$ cat config.mk
export PLATFORM = sky130hd
export DESIGN_NAME = pc_gen_flat
export DESIGN_NICKNAME = d
export VERILOG_FILES = /design/src/rtl/pc_gen_if.sv /design/src/rtl/pc_gen.sv /design/src/flat_wrapper.sv
export SDC_FILE = /design/constraint.sdc
export NUM_CORES = 1
export LEC_CHECK = 0
export BUFFER_PORTS_ARGS = -buffer_cell sky130_fd_sc_hd__buf_2
export CORE_MARGIN = 2
export CORE_UTILIZATION = 53
export DETAILED_ROUTE_END_ITERATION = 10
export PLACE_DENSITY = 0.8
export RECOVER_POWER = 25
export SYNTH_ARGS = -nofsm -noshare
export SYNTH_HDL_FRONTEND = slang
export SYNTH_SLANG_ARGS = --single-unit
$ cat constraint.sdc
create_clock -name clk -period 2.3 [get_ports clk]
set_input_delay 0.46 -clock clk [delete_from_list [all_inputs] [get_ports clk]]
set_output_delay 0.46 -clock clk [all_outputs]
set_load 0.02 [all_outputs]
$ cat src/rtl/pc_gen_if.sv
// pc_gen_if: bundles the fetch-stage control, redirect and instruction-memory
// signals of the program-counter generator.
//   master : control unit / decode / instruction memory side. It drives stall,
//            imem_ready, branch_flag, branch_target_addr, flush and new_pc,
//            and it receives pc, ce and misalign.
//   slave  : pc_gen itself. It receives the requests and drives pc, ce and
//            misalign.
// ADDR_W must match the ADDR_W of the pc_gen instance that is attached.
interface pc_gen_if #(
  parameter int ADDR_W = 32
);
  logic              stall;
  logic              imem_ready;
  logic              branch_flag;
  logic [ADDR_W-1:0] branch_target_addr;
  logic              flush;
  logic [ADDR_W-1:0] new_pc;
  logic [ADDR_W-1:0] pc;
  logic              ce;
  logic              misalign;

  modport master (
    output stall, imem_ready, branch_flag, branch_target_addr, flush, new_pc,
    input  pc, ce, misalign
  );

  modport slave (
    input  stall, imem_ready, branch_flag, branch_target_addr, flush, new_pc,
    output pc, ce, misalign
  );
endinterface

$ cat src/rtl/pc_gen.sv
// pc_gen: program-counter generator for the fetch stage.
// It produces the instruction-fetch address (pc) and the chip enable (ce) for
// instruction memory. It handles pipeline stall, memory back-pressure, branch
// redirect with a one-entry pending-redirect buffer, and exception flush.
// Ports:
//   clk  : system clock; all state changes on the rising edge
//   rst  : asynchronous, active-high reset
//   bus  : pc_gen_if slave modport
//          inputs  stall, imem_ready, branch_flag, branch_target_addr,
//                  flush, new_pc
//          outputs pc (fetch address), ce (chip enable), misalign (one-cycle
//                  pulse after a target with nonzero low bits was loaded)
// Every output comes from a register, so no input reaches an output
// combinationally.
module pc_gen #(
  parameter int          ADDR_W     = 32,
  parameter logic [63:0] RESET_VEC  = 64'd0,
  parameter int          INC        = 4,
  parameter int          ALIGN_BITS = 2
) (
  input  logic   clk,
  input  logic   rst,
  pc_gen_if.slave bus
);

  typedef enum logic [0:0] {
    S_RESET = 1'b0,
    S_RUN   = 1'b1
  } state_t;

  localparam logic [ADDR_W-1:0] RESET_PC   = RESET_VEC[ADDR_W-1:0];
  localparam logic [ADDR_W-1:0] INC_VAL    = ADDR_W'(INC);
  // Mask of the low address bits that must be zero. It is all zero when
  // ALIGN_BITS is 0, which also makes misalign constant 0.
  localparam logic [ADDR_W-1:0] ALIGN_MASK = ADDR_W'((64'd1 << ALIGN_BITS) - 64'd1);

  state_t            state_reg, state_next;
  logic [ADDR_W-1:0] pc_reg, pc_next;
  logic [ADDR_W-1:0] pend_addr_reg, pend_addr_next;
  logic              pend_valid_reg, pend_valid_next;
  logic              misalign_reg, misalign_next;
  logic              ce_out;

  logic              advance;
  logic [ADDR_W-1:0] branch_aligned;
  logic [ADDR_W-1:0] flush_aligned;
  logic              branch_bad;
  logic              flush_bad;

  assign advance        = bus.imem_ready & ~bus.stall;
  assign branch_aligned = bus.branch_target_addr & ~ALIGN_MASK;
  assign flush_aligned  = bus.new_pc & ~ALIGN_MASK;
  assign branch_bad     = (bus.branch_target_addr & ALIGN_MASK) != '0;
  assign flush_bad      = (bus.new_pc & ALIGN_MASK) != '0;

  // State register
  always_ff @(posedge clk or posedge rst) begin
    if (rst) begin
      state_reg <= S_RESET;
    end else begin
      state_reg <= state_next;
    end
  end

  // Next-state logic: leaving reset always goes to S_RUN, and S_RUN is held
  // until the next reset.
  always_comb begin
    state_next = state_reg;
    case (state_reg)
      S_RESET: state_next = S_RUN;
      S_RUN:   state_next = S_RUN;
      default: state_next = S_RESET;
    endcase
  end

  // Output logic: memory is enabled only while running.
  always_comb begin
    ce_out = 1'b0;
    if (state_reg == S_RUN) begin
      ce_out = 1'b1;
    end
  end

  // Next-PC selection and pending-redirect bookkeeping.
  always_comb begin
    pc_next         = pc_reg;
    pend_addr_next  = pend_addr_reg;
    pend_valid_next = pend_valid_reg;
    misalign_next   = 1'b0;

    if (state_reg == S_RESET) begin
      // Branches are ignored here. A flush can still place the handler
      // address before the first fetch.
      if (bus.flush) begin
        pc_next       = flush_aligned;
        misalign_next = flush_bad;
      end
    end else begin
      if (bus.flush) begin
        pc_next         = flush_aligned;
        pend_valid_next = 1'b0;
        misalign_next   = flush_bad;
      end else if (advance && bus.branch_flag) begin
        pc_next         = branch_aligned;
        pend_valid_next = 1'b0;
        misalign_next   = branch_bad;
      end else if (advance && pend_valid_reg) begin
        // The pending address was aligned and flagged when it was stored.
        pc_next         = pend_addr_reg;
        pend_valid_next = 1'b0;
      end else if (advance) begin
        pc_next = pc_reg + INC_VAL;
      end else if (bus.branch_flag) begin
        // A branch that arrives while fetch is held is kept until the next
        // advancing edge. A newer branch replaces an older one.
        pend_addr_next  = branch_aligned;
        pend_valid_next = 1'b1;
        misalign_next   = branch_bad;
      end
    end
  end

  // Datapath registers
  always_ff @(posedge clk or posedge rst) begin
    if (rst) begin
      pc_reg         <= RESET_PC;
      pend_addr_reg  <= '0;
      pend_valid_reg <= 1'b0;
      misalign_reg   <= 1'b0;
    end else begin
      pc_reg         <= pc_next;
      pend_addr_reg  <= pend_addr_next;
      pend_valid_reg <= pend_valid_next;
      misalign_reg   <= misalign_next;
    end
  end

  assign bus.pc       = pc_reg;
  assign bus.ce       = ce_out;
  assign bus.misalign = misalign_reg;

endmodule
$ cat src/flat_wrapper.sv
// flat-port wrapper written by rule: the top's interface ports become plain ports
module pc_gen_flat 
#(
  parameter int          ADDR_W     = 32,
  parameter logic [63:0] RESET_VEC  = 64'd0,
  parameter int          INC        = 4,
  parameter int          ALIGN_BITS = 2
)
  (clk, rst, bus_stall, bus_imem_ready, bus_branch_flag, bus_branch_target_addr, bus_flush, bus_new_pc, bus_pc, bus_ce, bus_misalign);
  pc_gen_if #(.ADDR_W(ADDR_W)) bus_i ();
  input  logic clk;
  input  logic rst;
  input wire logic [$bits(bus_i.stall)-1:0] bus_stall;
  input wire logic [$bits(bus_i.imem_ready)-1:0] bus_imem_ready;
  input wire logic [$bits(bus_i.branch_flag)-1:0] bus_branch_flag;
  input wire logic [$bits(bus_i.branch_target_addr)-1:0] bus_branch_target_addr;
  input wire logic [$bits(bus_i.flush)-1:0] bus_flush;
  input wire logic [$bits(bus_i.new_pc)-1:0] bus_new_pc;
  output wire logic [$bits(bus_i.pc)-1:0] bus_pc;
  output wire logic [$bits(bus_i.ce)-1:0] bus_ce;
  output wire logic [$bits(bus_i.misalign)-1:0] bus_misalign;
  assign bus_i.stall = bus_stall;
  assign bus_i.imem_ready = bus_imem_ready;
  assign bus_i.branch_flag = bus_branch_flag;
  assign bus_i.branch_target_addr = bus_branch_target_addr;
  assign bus_i.flush = bus_flush;
  assign bus_i.new_pc = bus_new_pc;
  assign bus_pc = bus_i.pc;
  assign bus_ce = bus_i.ce;
  assign bus_misalign = bus_i.misalign;
  pc_gen #(.ADDR_W(ADDR_W), .RESET_VEC(RESET_VEC), .INC(INC), .ALIGN_BITS(ALIGN_BITS)) u_core (.clk(clk), .rst(rst), .bus(bus_i));
endmodule
Word-level counts from Yosys, hierarchy flattened. Cells that the tools add are included.

Input bits: 70. Memories: 0. RAM bits: 0. Bits in latches: 0. Bits in read-only memories: 0. Register bits: 65.

Magnitude comparators: 0. Reductions and logical operators: 10. Bitwise logic cells: 6. Mux-type cells: 19. Divide/modulo/power cells: 0. Add/sub/neg operators: 1. Equality and inequality tests: 1. Shift-type cells: 0. Multipliers: 0.

Operators with widths (number): $mux W32 (6); $reduce_bool A32 Y1 (2); $add A32 B3 Y32 const B (1); $mux W1 (13); $reduce_bool A4 Y1 (2); $reduce_and A6 Y1 (1); $not A1 Y1 (5); $ne A4 B4 Y1 const B (1); $reduce_and A3 Y1 (1); $logic_and A1 B1 Y1 (2); $reduce_and A2 Y1 (1); $reduce_bool A2 Y1 (1); $and A1 B1 Y1 (1).

Logic depth before layout (Yosys ltp).
Word-level depth: 7. Gate-level depth with buffers: 8. Gate-level depth less buffers: 6.

Least setup slack after synthesis. OpenSTA, ideal clock, no wires.

Path type: register to register. Start: register u_core.pc_reg[2], in the netlist u_core.bus.pc[2]. End: register u_core.pc_reg[28], in the netlist u_core.bus.pc[28]. Arrival: 2.101 ns. Library setup time: 0.132 ns. Period minus slack after synthesis: 2.233 ns. Buffers on the path: 1. Path slack: 0.067 ns. Cell stages (with the launch flop): 8. Cells stage by stage: dfrtp_1 ha_1 nand4_2 or4_1 buf_6 o31a_1 o221ai_1 a21oi_1.

Word-level cells in the longest chain between the ends: 6.

RTL lines: from (decl) (line pc_gen.sv:38) `logic [ADDR_W-1:0] pc_reg, pc_next;`; from (signal assigned) (line pc_gen.sv:131) `pc_reg <= pc_next;`; $add A32 B3 Y32 (line pc_gen.sv:112) `pc_next = pc_reg + INC_VAL;`; $mux W32 (line pc_gen.sv:111) `end else if (advance) begin`; $mux W32 (line pc_gen.sv:107) `end else if (advance && pend_valid_reg) begin`; $mux W32 (line pc_gen.sv:103) `end else if (advance && bus.branch_flag) begin`; $mux W32 (line pc_gen.sv:99) `if (bus.flush) begin`; $mux W32 (line pc_gen.sv:91) `if (state_reg == S_RESET) begin`.

Every way passes these cells. The select of a mux whose other input is x is not followed. A chain may end at the register's enable or synchronous reset.

Worst setup path in the final report.
Start: register u_core.pc_reg[3], in the netlist u_core.bus.pc[3]. End: register u_core.pc_reg[28], in the netlist u_core.bus.pc[28].

The elaborated chain is that of the path after synthesis.

==> impl_results.html <==
<table>
<tr><th>Metric</th><th>Value</th></tr>
<tr><th colspan="2">Synth</th></tr>
<tr><td>Synth Area in XOR/XNOR</td><td>approximately 2.5%</td></tr>
<tr><td>Share of synthesized cell area in and, or, nand and nor gates</td><td>18.8%</td></tr>
<tr><td>Flip-flop and latch count after synthesis</td><td>63</td></tr>
<tr><td>Synthesized-area fraction occupied by ao, oa, aoi and oai cells</td><td>23.5%</td></tr>
<tr><td>Mean area per synthesized cell</td><td>9.21 µm²</td></tr>
<tr><td>Async set or reset register ratio after synthesis</td><td>100%</td></tr>
<tr><td>YS warnings</td><td>0</td></tr>
<tr><td>Netlist area before placement</td><td>3890 µm²</td></tr>
<tr><td>Main combinational cell family by area after synthesis</td><td>compound AO/OA/AOI/OAI gates</td></tr>
<tr><td>Library cells used by synthesis</td><td>64</td></tr>
<tr><td>Count of mapped cells out of synthesis</td><td>423</td></tr>
<tr><td>Post-synthesis share of cell area spent on full adders, half adders and majority gates</td><td>less than 1%</td></tr>
<tr><td>Leading register cell type out of synthesis</td><td>sky130_fd_sc_hd__dfrtp_1</td></tr>
<tr><td>Share of synthesized area spent on multiplexers</td><td>9.45%</td></tr>
<tr><td>Count of flip-flops with a built-in enable after synthesis</td><td>0</td></tr>
<tr><td>Sequential cell area fraction in the yosys report</td><td>between 40 and 50%</td></tr>
<tr><th colspan="2">Min path</th></tr>
<tr><td>HP Class</td><td>input port to flip-flop</td></tr>
<tr><td>Worst Hold Depth</td><td>3</td></tr>
<tr><td>Endpoint of the worst hold path</td><td>u_core.bus.pc[6]</td></tr>
<tr><td>Worst hold start</td><td>bus_new_pc[6]</td></tr>
<tr><th colspan="2">Floorplan</th></tr>
<tr><td>Overall die height</td><td>89.7 µm</td></tr>
<tr><td>Core footprint</td><td>about 7000 µm²</td></tr>
<tr><td>Total Die Area</td><td>just over 8000 µm²</td></tr>
<tr><td>X dimension of the die</td><td>89.7 µm</td></tr>
<tr><td>Count of boundary I/O pins</td><td>104</td></tr>
<tr><td>Cell Rows</td><td>31</td></tr>
<tr><td>Effective utilization at floorplan</td><td>about 54%</td></tr>
<tr><th colspan="2">Power</th></tr>
<tr><td>Pwr dens</td><td>around 740 nW/µm²</td></tr>
<tr><td>Share of total power consumed by net switching</td><td>29.7%</td></tr>
<tr><td>Worst-case vdd ir drop</td><td>between 0.0003 and 0.0004 V</td></tr>
<tr><td>Seq pwr share</td><td>40.7%</td></tr>
<tr><td>Combinational fraction of design power</td><td>21.6%</td></tr>
<tr><td>Total power consumption of the routed design</td><td>roughly 3.6 mW</td></tr>
<tr><td>NetSw</td><td>1.06 mW</td></tr>
<tr><td>Leakage power</td><td>approximately 2.2 nW</td></tr>
<tr><td>Internal</td><td>2.52 mW</td></tr>
<tr><td>Portion of total power attributed to the clock network</td><td>a little under two fifths</td></tr>
<tr><th colspan="2">Critical path</th></tr>
<tr><td>Critical Path End Type</td><td>flip-flop</td></tr>
<tr><td>Number of cell instances on the worst register-to-register path</td><td>6</td></tr>
<tr><td>Endpoint of the lowest-slack register-to-register path</td><td>u_core.bus.pc[28]</td></tr>
<tr><td>Type of the setup path with the least slack</td><td>flip-flop to flip-flop</td></tr>
<tr><td>Required time at the endpoint of the critical path</td><td>2520 ps</td></tr>
<tr><td>Critical path peak fanout</td><td>9</td></tr>
<tr><td>Critical Path Source Type</td><td>flip-flop</td></tr>
<tr><td>Setup slack of the most critical reg-to-reg path</td><td>210 ps</td></tr>
<tr><td>Data arrival time at the worst-slack endpoint</td><td>2310 ps</td></tr>
<tr><td>Launching point of the worst reg2reg path</td><td>u_core.bus.pc[3]</td></tr>
<tr><th colspan="2">Place</th></tr>
<tr><td>Post-detail-place hpwl</td><td>8520 µm</td></tr>
<tr><td>Port Buffer Count</td><td>roughly 100</td></tr>
<tr><td>Cell Area, Placed</td><td>4580 µm²</td></tr>
<tr><td>RD Place Congestion</td><td>0.938</td></tr>
<tr><td>Worst setup slack after placement</td><td>98.6 ps</td></tr>
<tr><td>Placed instance count</td><td>around 620</td></tr>
<tr><th colspan="2">STA</th></tr>
<tr><td>Total setup violations reported at the end of the flow</td><td>0</td></tr>
<tr><td>Total negative setup slack</td><td>0 ps</td></tr>
<tr><td>Final worst-path cycle share</td><td>90.9%</td></tr>
<tr><td>Worst setup skew after layout</td><td>about 10 ps</td></tr>
<tr><td>Number of max-slew violations in the final report</td><td>64</td></tr>
<tr><td>RSZ-0062 raised after global routing</td><td>no</td></tr>
<tr><td>Setup ws final</td><td>209 ps</td></tr>
<tr><td>Post-layout minimum cycle time</td><td>2090 ps</td></tr>
<tr><td>Final hold viol count</td><td>0</td></tr>
<tr><td>Hold_ws</td><td>327 ps</td></tr>
<tr><td>Max Freq</td><td>478 MHz</td></tr>
<tr><td>Pin slew with the least headroom to its limit</td><td>1580 ps</td></tr>
<tr><td>Worst slew slack as a fraction of its limit</td><td>-5.03%</td></tr>
<tr><th colspan="2">CTS</th></tr>
<tr><td>Post-CTS clock slew at the launch and capture registers of the worst setup and hold paths</td><td>70 ps</td></tr>
<tr><td>Later-pin clock latency in the skew report</td><td>approximately 350 ps</td></tr>
<tr><td>Clock root buffer</td><td>sky130_fd_sc_hd__clkbuf_8</td></tr>
<tr><td>Deepest clock path buffer count</td><td>2</td></tr>
<tr><td>H-tree depth</td><td>3</td></tr>
<tr><td>Clock Sink Count</td><td>between 60 and 70</td></tr>
<tr><td>Clock buffer count from CTS</td><td>9</td></tr>
<tr><td>Clock tree from TritonCTS</td><td>done</td></tr>
<tr><td>Number of hold buffers added after cts</td><td>0</td></tr>
<tr><th colspan="2">Routing</th></tr>
<tr><td># DRC</td><td>0</td></tr>
<tr><td>First-pass iteration count of the detailed router</td><td>5</td></tr>
<tr><td>Average routed wire per standard cell</td><td>19.1 µm</td></tr>
<tr><td>Vias</td><td>3994</td></tr>
<tr><td>Ratio of routed vias to standard cells</td><td>6.31</td></tr>
<tr><td>Iter 0 DRT Violations</td><td>between 400 and 500</td></tr>
<tr><td>Routed WL</td><td>12100 µm</td></tr>
<tr><td>Post-route ant nets</td><td>0</td></tr>
<tr><th colspan="2">Final layout</th></tr>
<tr><td>Fraction of layout instances using a drive strength above 1</td><td>34.3%</td></tr>
<tr><td>Fill cell count</td><td>603</td></tr>
<tr><td>Finished Core Util</td><td>between 60% and 70%</td></tr>
<tr><td>Count of placed standard cells in the final layout, fillers left out</td><td>approximately 630</td></tr>
<tr><td>Count of nets after finishing</td><td>600</td></tr>
<tr><td>Count of inserted antenna diode cells</td><td>0</td></tr>
<tr><td>Area overhead of the layout relative to synthesis</td><td>24.5%</td></tr>
<tr><td>Summed area of non-filler cells in the final layout</td><td>4850 µm²</td></tr>
<tr><th colspan="2">Global routing</th></tr>
<tr><td>Total global routing track utilization</td><td>30.6%</td></tr>
<tr><td>Global route hottest layer</td><td>met2</td></tr>
<tr><td>Initial antenna violation count</td><td>0</td></tr>
<tr><td>Total congestion overflow</td><td>0</td></tr>
<tr><td>Met1 GRT Util</td><td>41.5%</td></tr>
<tr><td>Vias in the first global route</td><td>3919</td></tr>
<tr><td>Maximum number of pins on one net before global-route repair</td><td>64</td></tr>
<tr><td>Met2 track demand over resource</td><td>49.3%</td></tr>
<tr><td>Wire length of the first global-routing pass</td><td>19700 µm</td></tr>
<tr><td>Met3 layer usage reported by global route</td><td>roughly 5.4%</td></tr>
<tr><th colspan="2">Flow run</th></tr>
<tr><td>Count of max-cap constraint violations</td><td>1</td></tr>
<tr><th colspan="2">Run status</th></tr>
<tr><td>Status</td><td>finished with violations</td></tr>
<tr><td>Violations in the final reports</td><td>max-capacitance violations, max-slew violations</td></tr>
</table>
==> layer usage <==
metal,part of all wire (%),vias up
li1,-,1793
met1,40,1895
met2,46,265
met3,10,41
met4,3.1,0
met5,0,-
==> layout make-up <==
| class | instances | area (µm²) | share of cell area, % |
|---|---|---|---|
| inverters | 14 | 52.6 | 1.08 |
| well taps | 99 | 124 | 2.56 |
| clock buffers | 11 | 151 | 3.12 |
| multi-input cells | 317 | 2140 | 44.1 |
| repair buffers | 124 | 676 | 13.9 |
| clock inverters | 5 | 128 | 2.63 |
| flip-flops and latches | 63 | 1580 | 32.5 |
==> power by group through the flow <==
stage	combinational, mW	sequential [mW]	clock, mW
detailed placement	0.764	1.47	0
global route	0.845	1.48	1.40
global placement	0.742	1.46	0
finish	0.772	1.46	1.35
CTS	0.770	1.45	1.36
floorplan	0.430	1.50	0
==> worst max-delay path, stage by stage, from the launching register on <==
cell	delay (ps)
sky130_fd_sc_hd__dfrtp_1	360
sky130_fd_sc_hd__ha_1	230
sky130_fd_sc_hd__nand4_2	140
sky130_fd_sc_hd__or4_4	650
sky130_fd_sc_hd__o31a_1	320
sky130_fd_sc_hd__o221ai_1	170
sky130_fd_sc_hd__a21oi_1	100
==> cells in the final DEF (no fill, tap or decap), types with 4 or more instances in the layout <==
| cell type | n |
|---|---|
| sky130_fd_sc_hd__dfrtp_1 | 63 |
| sky130_fd_sc_hd__o211ai_1 | 4 |
| sky130_fd_sc_hd__nand2_1 | 37 |
| sky130_fd_sc_hd__a211oi_1 | 5 |
| sky130_fd_sc_hd__or3_1 | 7 |
| sky130_fd_sc_hd__o221ai_1 | 6 |
| sky130_fd_sc_hd__o21ai_0 | 43 |
| sky130_fd_sc_hd__buf_2 | 101 |
| sky130_fd_sc_hd__a31oi_1 | 4 |
| sky130_fd_sc_hd__nand4_1 | 4 |
| sky130_fd_sc_hd__and4_1 | 6 |
| sky130_fd_sc_hd__a221oi_1 | 10 |
| sky130_fd_sc_hd__a211o_1 | 4 |
| sky130_fd_sc_hd__nor3_1 | 8 |
| sky130_fd_sc_hd__a21oi_1 | 33 |
| sky130_fd_sc_hd__nand2b_1 | 4 |
| sky130_fd_sc_hd__bufinv_16 | 4 |
| sky130_fd_sc_hd__a22oi_1 | 5 |
| sky130_fd_sc_hd__nand3_1 | 11 |
| sky130_fd_sc_hd__xor2_1 | 6 |
| sky130_fd_sc_hd__xnor2_1 | 5 |
| sky130_fd_sc_hd__buf_4 | 22 |
| sky130_fd_sc_hd__clkbuf_8 | 11 |
| sky130_fd_sc_hd__mux2_2 | 30 |
| sky130_fd_sc_hd__nor2_1 | 20 |
| sky130_fd_sc_hd__inv_1 | 14 |
==> cell usage after synthesis, types with 5 or more instances <==
master / n / area (µm²)
sky130_fd_sc_hd__dfrtp_1: 63 / 1580
sky130_fd_sc_hd__o21ai_0: 43 / 215
sky130_fd_sc_hd__nand2_1: 37 / 139
sky130_fd_sc_hd__a21oi_1: 33 / 165
sky130_fd_sc_hd__mux2_2: 30 / 338
sky130_fd_sc_hd__clkbuf_1: 20 / 75.1
sky130_fd_sc_hd__nor2_1: 20 / 75.1
sky130_fd_sc_hd__inv_1: 14 / 52.6
sky130_fd_sc_hd__nand3_1: 11 / 55.1
sky130_fd_sc_hd__a221oi_1: 10 / 87.6
sky130_fd_sc_hd__nor3_1: 8 / 40.0
sky130_fd_sc_hd__or3_1: 7 / 43.8
sky130_fd_sc_hd__and4_1: 6 / 52.6
sky130_fd_sc_hd__o221ai_1: 6 / 52.6
sky130_fd_sc_hd__xor2_1: 6 / 52.6
sky130_fd_sc_hd__a211oi_1: 5 / 37.5
sky130_fd_sc_hd__a22oi_1: 5 / 37.5
sky130_fd_sc_hd__xnor2_1: 5 / 43.8
==> how the worst max path moves through the flow <==
stage                     startpoint                 to
5_1_grt        u_core.pend_valid_reg  u_core.bus.pc[23]
6_report            u_core.bus.pc[3]  u_core.bus.pc[28]
3_5_place_dp        u_core.bus.pc[3]  u_core.bus.pc[28]
4_1_cts             u_core.bus.pc[3]  u_core.bus.pc[28]
3_3_place_gp        u_core.bus.pc[2]  u_core.bus.pc[28]
2_1_floorplan       u_core.bus.pc[2]  u_core.bus.pc[28]
==> repair_timing <==
action / in CTS / in global routing
buffers inserted: 0 / 0
endpoints found under the setup margin: 0 / 1
resized for setup: 0 / 1
==> logic make-up after synthesis <==
kind of cell,Yosys count
and+or+nand+nor,128
AOI/OAI and AO/OA,141
DFF,63
muxes,33
buffers and inverters,44
adders and majority gates,1
other,2
xor gates and xnor gates,11
Note: power is estimated with default switching activity, not from simulation.
